--- src/rtl/bus_arbiter_mux.sv ---
// Registered multi-source datapath bus: fixed-priority grant, lock-based ownership and
// conflict tracking. Define BUS_PARITY_EN to add the registered even-parity output.
module bus_arbiter_mux #(
    parameter int unsigned N_SRC     = 24,
    parameter int unsigned WIDTH     = 32,
    parameter int unsigned SEL_W     = 5,
    parameter int unsigned CNT_W     = 8,
    parameter int unsigned HOLD_LAST = 1
) (
    input  logic                   clk,
    input  logic                   clear_n,
    input  logic [N_SRC*WIDTH-1:0] src_data,
    input  logic [N_SRC-1:0]       src_out,
    input  logic                   bus_lock,
    input  logic                   err_clr,
    output logic [WIDTH-1:0]       bus_data,
    output logic                   bus_valid,
    output logic [SEL_W-1:0]       bus_sel,
    output logic                   conflict,
    output logic                   conflict_err,
    output logic [CNT_W-1:0]       conflict_cnt
`ifdef BUS_PARITY_EN
    ,
    output logic                   bus_parity
`endif
);

    typedef enum logic [0:0] {StIdle, StOwned} state_e;

    state_e             state_q, state_d;
    logic [SEL_W-1:0]   owner_q, owner_d;
    logic [WIDTH-1:0]   data_d;
    logic               valid_d;
    logic [SEL_W-1:0]   sel_d;
    logic               hit;
    logic               err_d;
    logic [CNT_W-1:0]   cnt_d;
    logic [SEL_W-1:0]   winner;
    logic               any_req;
    logic               multi_req;
    logic [N_SRC-1:0]   owner_mask;
    logic               owner_req;
    logic               other_req;
    logic [WIDTH-1:0]   src_arr [N_SRC];

    for (genvar g = 0; g < N_SRC; g++) begin : g_unpack
        assign src_arr[g] = src_data[g*WIDTH +: WIDTH];
    end

    // Lowest set index wins; scanning downwards lets the lowest overwrite the others.
    always_comb begin
        winner = '0;
        for (int i = int'(N_SRC) - 1; i >= 0; i--) begin
            if (src_out[i]) winner = SEL_W'(i);
        end
    end

    assign any_req    = |src_out;
    assign multi_req  = |(src_out & (src_out - N_SRC'(1)));
    assign owner_mask = N_SRC'(1) << owner_q;
    assign owner_req  = |(src_out & owner_mask);
    assign other_req  = |(src_out & ~owner_mask);

    always_comb begin
        state_d = state_q;
        owner_d = owner_q;
        data_d  = (HOLD_LAST != 0) ? bus_data : '0;
        valid_d = 1'b0;
        sel_d   = bus_sel;
        hit     = 1'b0;
        if (state_q == StOwned && bus_lock && owner_req) begin
            data_d  = src_arr[owner_q];
            valid_d = 1'b1;
            sel_d   = owner_q;
            hit     = other_req;
        end else begin
            // Exit from ownership is resolved on the same edge with the idle rules.
            state_d = StIdle;
            hit     = multi_req;
            if (any_req) begin
                data_d  = src_arr[winner];
                sel_d   = winner;
                valid_d = 1'b1;
                if (bus_lock) begin
                    state_d = StOwned;
                    owner_d = winner;
                end
            end
        end
    end

    // A conflict in the same cycle as err_clr wins over the clear.
    always_comb begin
        err_d = conflict_err;
        cnt_d = conflict_cnt;
        if (hit) begin
            err_d = 1'b1;
            if (err_clr) begin
                cnt_d = CNT_W'(1);
            end else if (conflict_cnt != {CNT_W{1'b1}}) begin
                cnt_d = conflict_cnt + CNT_W'(1);
            end
        end else if (err_clr) begin
            err_d = 1'b0;
            cnt_d = '0;
        end
    end

    always_ff @(posedge clk or negedge clear_n) begin
        if (!clear_n) begin
            state_q      <= StIdle;
            owner_q      <= '0;
            bus_data     <= '0;
            bus_valid    <= 1'b0;
            bus_sel      <= '0;
            conflict     <= 1'b0;
            conflict_err <= 1'b0;
            conflict_cnt <= '0;
        end else begin
            state_q      <= state_d;
            owner_q      <= owner_d;
            bus_data     <= data_d;
            bus_valid    <= valid_d;
            bus_sel      <= sel_d;
            conflict     <= hit;
            conflict_err <= err_d;
            conflict_cnt <= cnt_d;
        end
    end

`ifdef BUS_PARITY_EN
    always_ff @(posedge clk or negedge clear_n) begin
        if (!clear_n) begin
            bus_parity <= 1'b0;
        end else begin
            bus_parity <= ^data_d;
        end
    end
`endif

endmodule

--- config.mk ---
export PLATFORM = sky130hd
export DESIGN_NAME = bus_arbiter_mux
export DESIGN_NICKNAME = d
export VERILOG_FILES = /design/src/rtl/bus_arbiter_mux.sv
export SDC_FILE = /design/constraint.sdc
export NUM_CORES = 1
export LEC_CHECK = 0
export ABC_CLOCK_PERIOD_IN_PS = 5740
export CAP_MARGIN = 10
export CORE_AREA = 4 4 323 325
export DETAILED_ROUTE_END_ITERATION = 8
export DIE_AREA = 0 0 327 329
export DONT_BUFFER_PORTS = 1
export GPL_TIMING_DRIVEN = 0
export HOLD_SLACK_MARGIN = 0.15
export SYNTH_ARGS = -nofsm -noshare
export SYNTH_HDL_FRONTEND = slang
export SYNTH_SLANG_ARGS = --single-unit
--- constraint.sdc ---
create_clock -name clk -period 5.74 [get_ports clk]
set_input_delay 1.148 -clock clk [delete_from_list [all_inputs] [get_ports clk]]
set_output_delay 1.148 -clock clk [all_outputs]
set_load 0.02 [all_outputs]
==> summary.txt <==
first drt pass iteration count: 6
mapped cell area: 0.0150 mm2
Max stage delay cell, worst path: a211oi_1
Startpoint Class: primary input
sw frac: 0.531
layout cells sized above 1: 0.280
antenna-violating nets left: 0
initial core utilization: 0.148
Clock Latency Late Sink: 0.39 ns
wire length on met3: 21.0 mm
number of flops mapped to enable cells by yosys: 0
TritonCTS clock tree: yes
Slew @ Worst Pin: 1.38 ns
Filler Cell Count: 11400
Hold Vio Cnt, Final: 0
Combinational Power Share: 0.676
Seq/Total Area, Yosys: 0.0899
worst hold margin: 0.440 ns
Synth async-reset ratio: 1.00
clock transition at the registers of the reported paths: 0.14 ns
switching pwr: 1.68 mW
DRC viols: 0
Netlist cell types: 69
Final #Nets: 2352
total power: 3.16 mW
hpwl dp: 126 mm
pin count of the biggest net entering global routing: 55
crit path time final: 5.23 ns
DIE AREA: 0.108 mm2
DR top layer: met5
WL met2: 72.8 mm
Crit Path Class: in -> reg
die height: 329 um
clk root buf: clkbuf_16
DR vias: 18100
total grt overflow: 0
core area: 0.101 mm2
crit share post-route: 0.912
Seq pwr share: 0.184
Total Neg Setup Slack: 0 ns
wire per inst: 52.0 um
Worst EP required: 6.03 ns
M1 wire length: 51.8 mm
outcome: finished clean
vias in the first global route: 17600
Cell Chain, Critical Path: buf_2 -> nor4_2 -> nand3_1 -> a211oi_1 -> clkbuf_2 -> nand2_1 -> a32oi_1 -> o21ai_0 -> a21oi_1
first-pass GRT wire length: 192 mm
top cell type by total area after synthesis: mux4_2
CP Max Fanout: 11
commonest non-fill, non-tap cells in the layout: 286 x mux4_2, 282 x nand2_1, 104 x mux2i_1
top cell type's share of synthesized area: 0.428
WP data arrival: 5.52 ns
P_int: 1.48 mW
Setup violations, final: 0
initial drt markers: 2479
peak supply drop: 0.130 mV
final cell count without fillers: 2970
Total GRT Usage: 0.272
H-tree Lvls: 2
Cells after Synth: 1527
Clock Power Share: 0.140
Synth Warn #: 0
Hold Path Class: in -> async
#FFs+latches synth: 54
IO Port Bufs: 0
top cells by area, synth: mux4_2 43%, dfrtp_1 9.0%, nand2_1 7.0%, mux2i_1 6.9%, a32oi_1 3.2%
CTS buffer count: 5
Sink Count: 54
RD Place Congestion: 0.980
DR vias/cell: 6.08
RSZ-0062 raised after global routing: no
Setup Buffers After CTS: 0
Longest Clk Path Bufs: 2
max-slew violation count: 0
initial antenna violation count: 41
Final Cell Area: 0.0174 mm2
# IOs: 844
Fmax: 0.191 GHz
Leakage: 5.33 nW
most common cell after layout, fill and taps aside: mux4_2
hold_buf cts: 0
CTS resizes: 0
Syn Nets: 2324
area occupied by registers: 0.00135 mm2
power per cell area: 182 mW/mm2
multi-input combinational cell area: 0.0128 mm2
Rows: 117
Avg Inst Size Synth: 9.85 um2
total wire length: 154 mm
Setup Skew: 0.0316 ns
CP peak stage delay: 1.12 ns
Post-synth top flop: dfrtp_1
max-cap violations: 0
Relative slew margins: 0.0774
Die W: 327 um
Layout area overhead: 15.8%
DP Area: 0.0171 mm2
endpoint type of the worst setup path: register
DP Cell Count: 2912
==> final timing paths <==
kind | from | endpoint | slack, ns | cells after the start
worst max-delay path | src_out[6] | bus_data[17]$_DFFE_PN0P_ | 0.51 | 9
worst min-delay path | clear_n | owner_q[2]$_DFFE_PN0P_ | 0.44 | 0
worst max register to register | owner_q[1]$_DFFE_PN0P_ | bus_data[3]$_DFFE_PN0P_ | 1.14 | 10
worst min register to register | conflict_err$_DFFE_PN0P_ | conflict_err$_DFFE_PN0P_ | 0.65 | 2
max in group asynchronous | clear_n | bus_data[12]$_DFFE_PN0P_ | 5.07 | 0
min in group clk | conflict_err$_DFFE_PN0P_ | conflict_err$_DFFE_PN0P_ | 0.65 | 2
==> critical path, delay by kind of cell <==
kind,cells,cell delay (ns)
buffers and inverters,2,0.95
AOI/OAI and AO/OA,4,2.01
and+or+nand+nor,3,1.33
==> synthesized netlist by cell type, types with 31 or more instances <==
library cell    n
a22o_1         31
mux2i_1       104
o211ai_1       37
a21oi_1        78
o21ai_0        59
nor2_1         35
nand2_1       282
mux4_2        286
nand3_1        52
a311oi_1       33
buf_2          68
a211oi_1       32
a221o_1        37
a221oi_1       33
clkbuf_1       86
a32oi_1        55
dfrtp_1        54
==> state kept, by name (all words and copies together), names as in the netlist <==
register	cells
conflict	1
state_q	1
owner_q	5
bus_sel	5
bus_valid	1
bus_data	32
conflict_cnt	8
conflict_err	1
==> layout make-up <==
| class | count | share of cell area |
|---|---|---|
| diodes | 46 | 0.00661 |
| flip-flops and latches | 54 | 0.0776 |
| inverters | 10 | 0.00216 |
| repair buffers | 21 | 0.0213 |
| clock buffers | 5 | 0.00718 |
| clock inverters | 3 | 0.00165 |
| plain buffers | 185 | 0.0515 |
| well taps | 1368 | 0.0983 |
| multi-input cells | 1278 | 0.734 |
==> power by group through the flow <==
stage                     clock network (mW)  registers [mW]  logic (mW)
final                                  0.442           0.581        2.14
after global routing                   0.464           0.584        2.21
after CTS                              0.461           0.578        2.11
after detailed placement                   0           0.585        2.10
after global placement                     0           0.585        2.06
after floorplan                            0           0.532        1.26
==> per-layer routing <==
layer,global-route usage,up-vias
met3,0.139,484
met4,0.118,28
met5,0.00710,-
met2,0.456,1935
li1,-,6530
met1,0.288,9078
==> kinds of logic (layout without fill, tap and decap cells) <==
group	count (synthesis)	in the layout	share of synthesized area
AO/OA/AOI/OAI	451	451	0.220
buffers and inverters	195	224	0.0613
adder cells (fa/ha/maj)	2	2	0.00150
XOR/XNOR	2	2	0.00117
flip-flops	54	54	0.0899
AND/OR/NAND/NOR	429	429	0.125
multiplexers	394	394	0.501
other	0	46	0
==> through the flow <==
stage,setup WS (ns),util
after floorplan,2.22,-
after global placement,0.0854,0.165
after detailed placement,0.393,0.168
after CTS,0.788,0.170
after global routing,0.608,0.171
final,0.506,0.172
No activity file was read; power rests on OpenSTA's default activity.
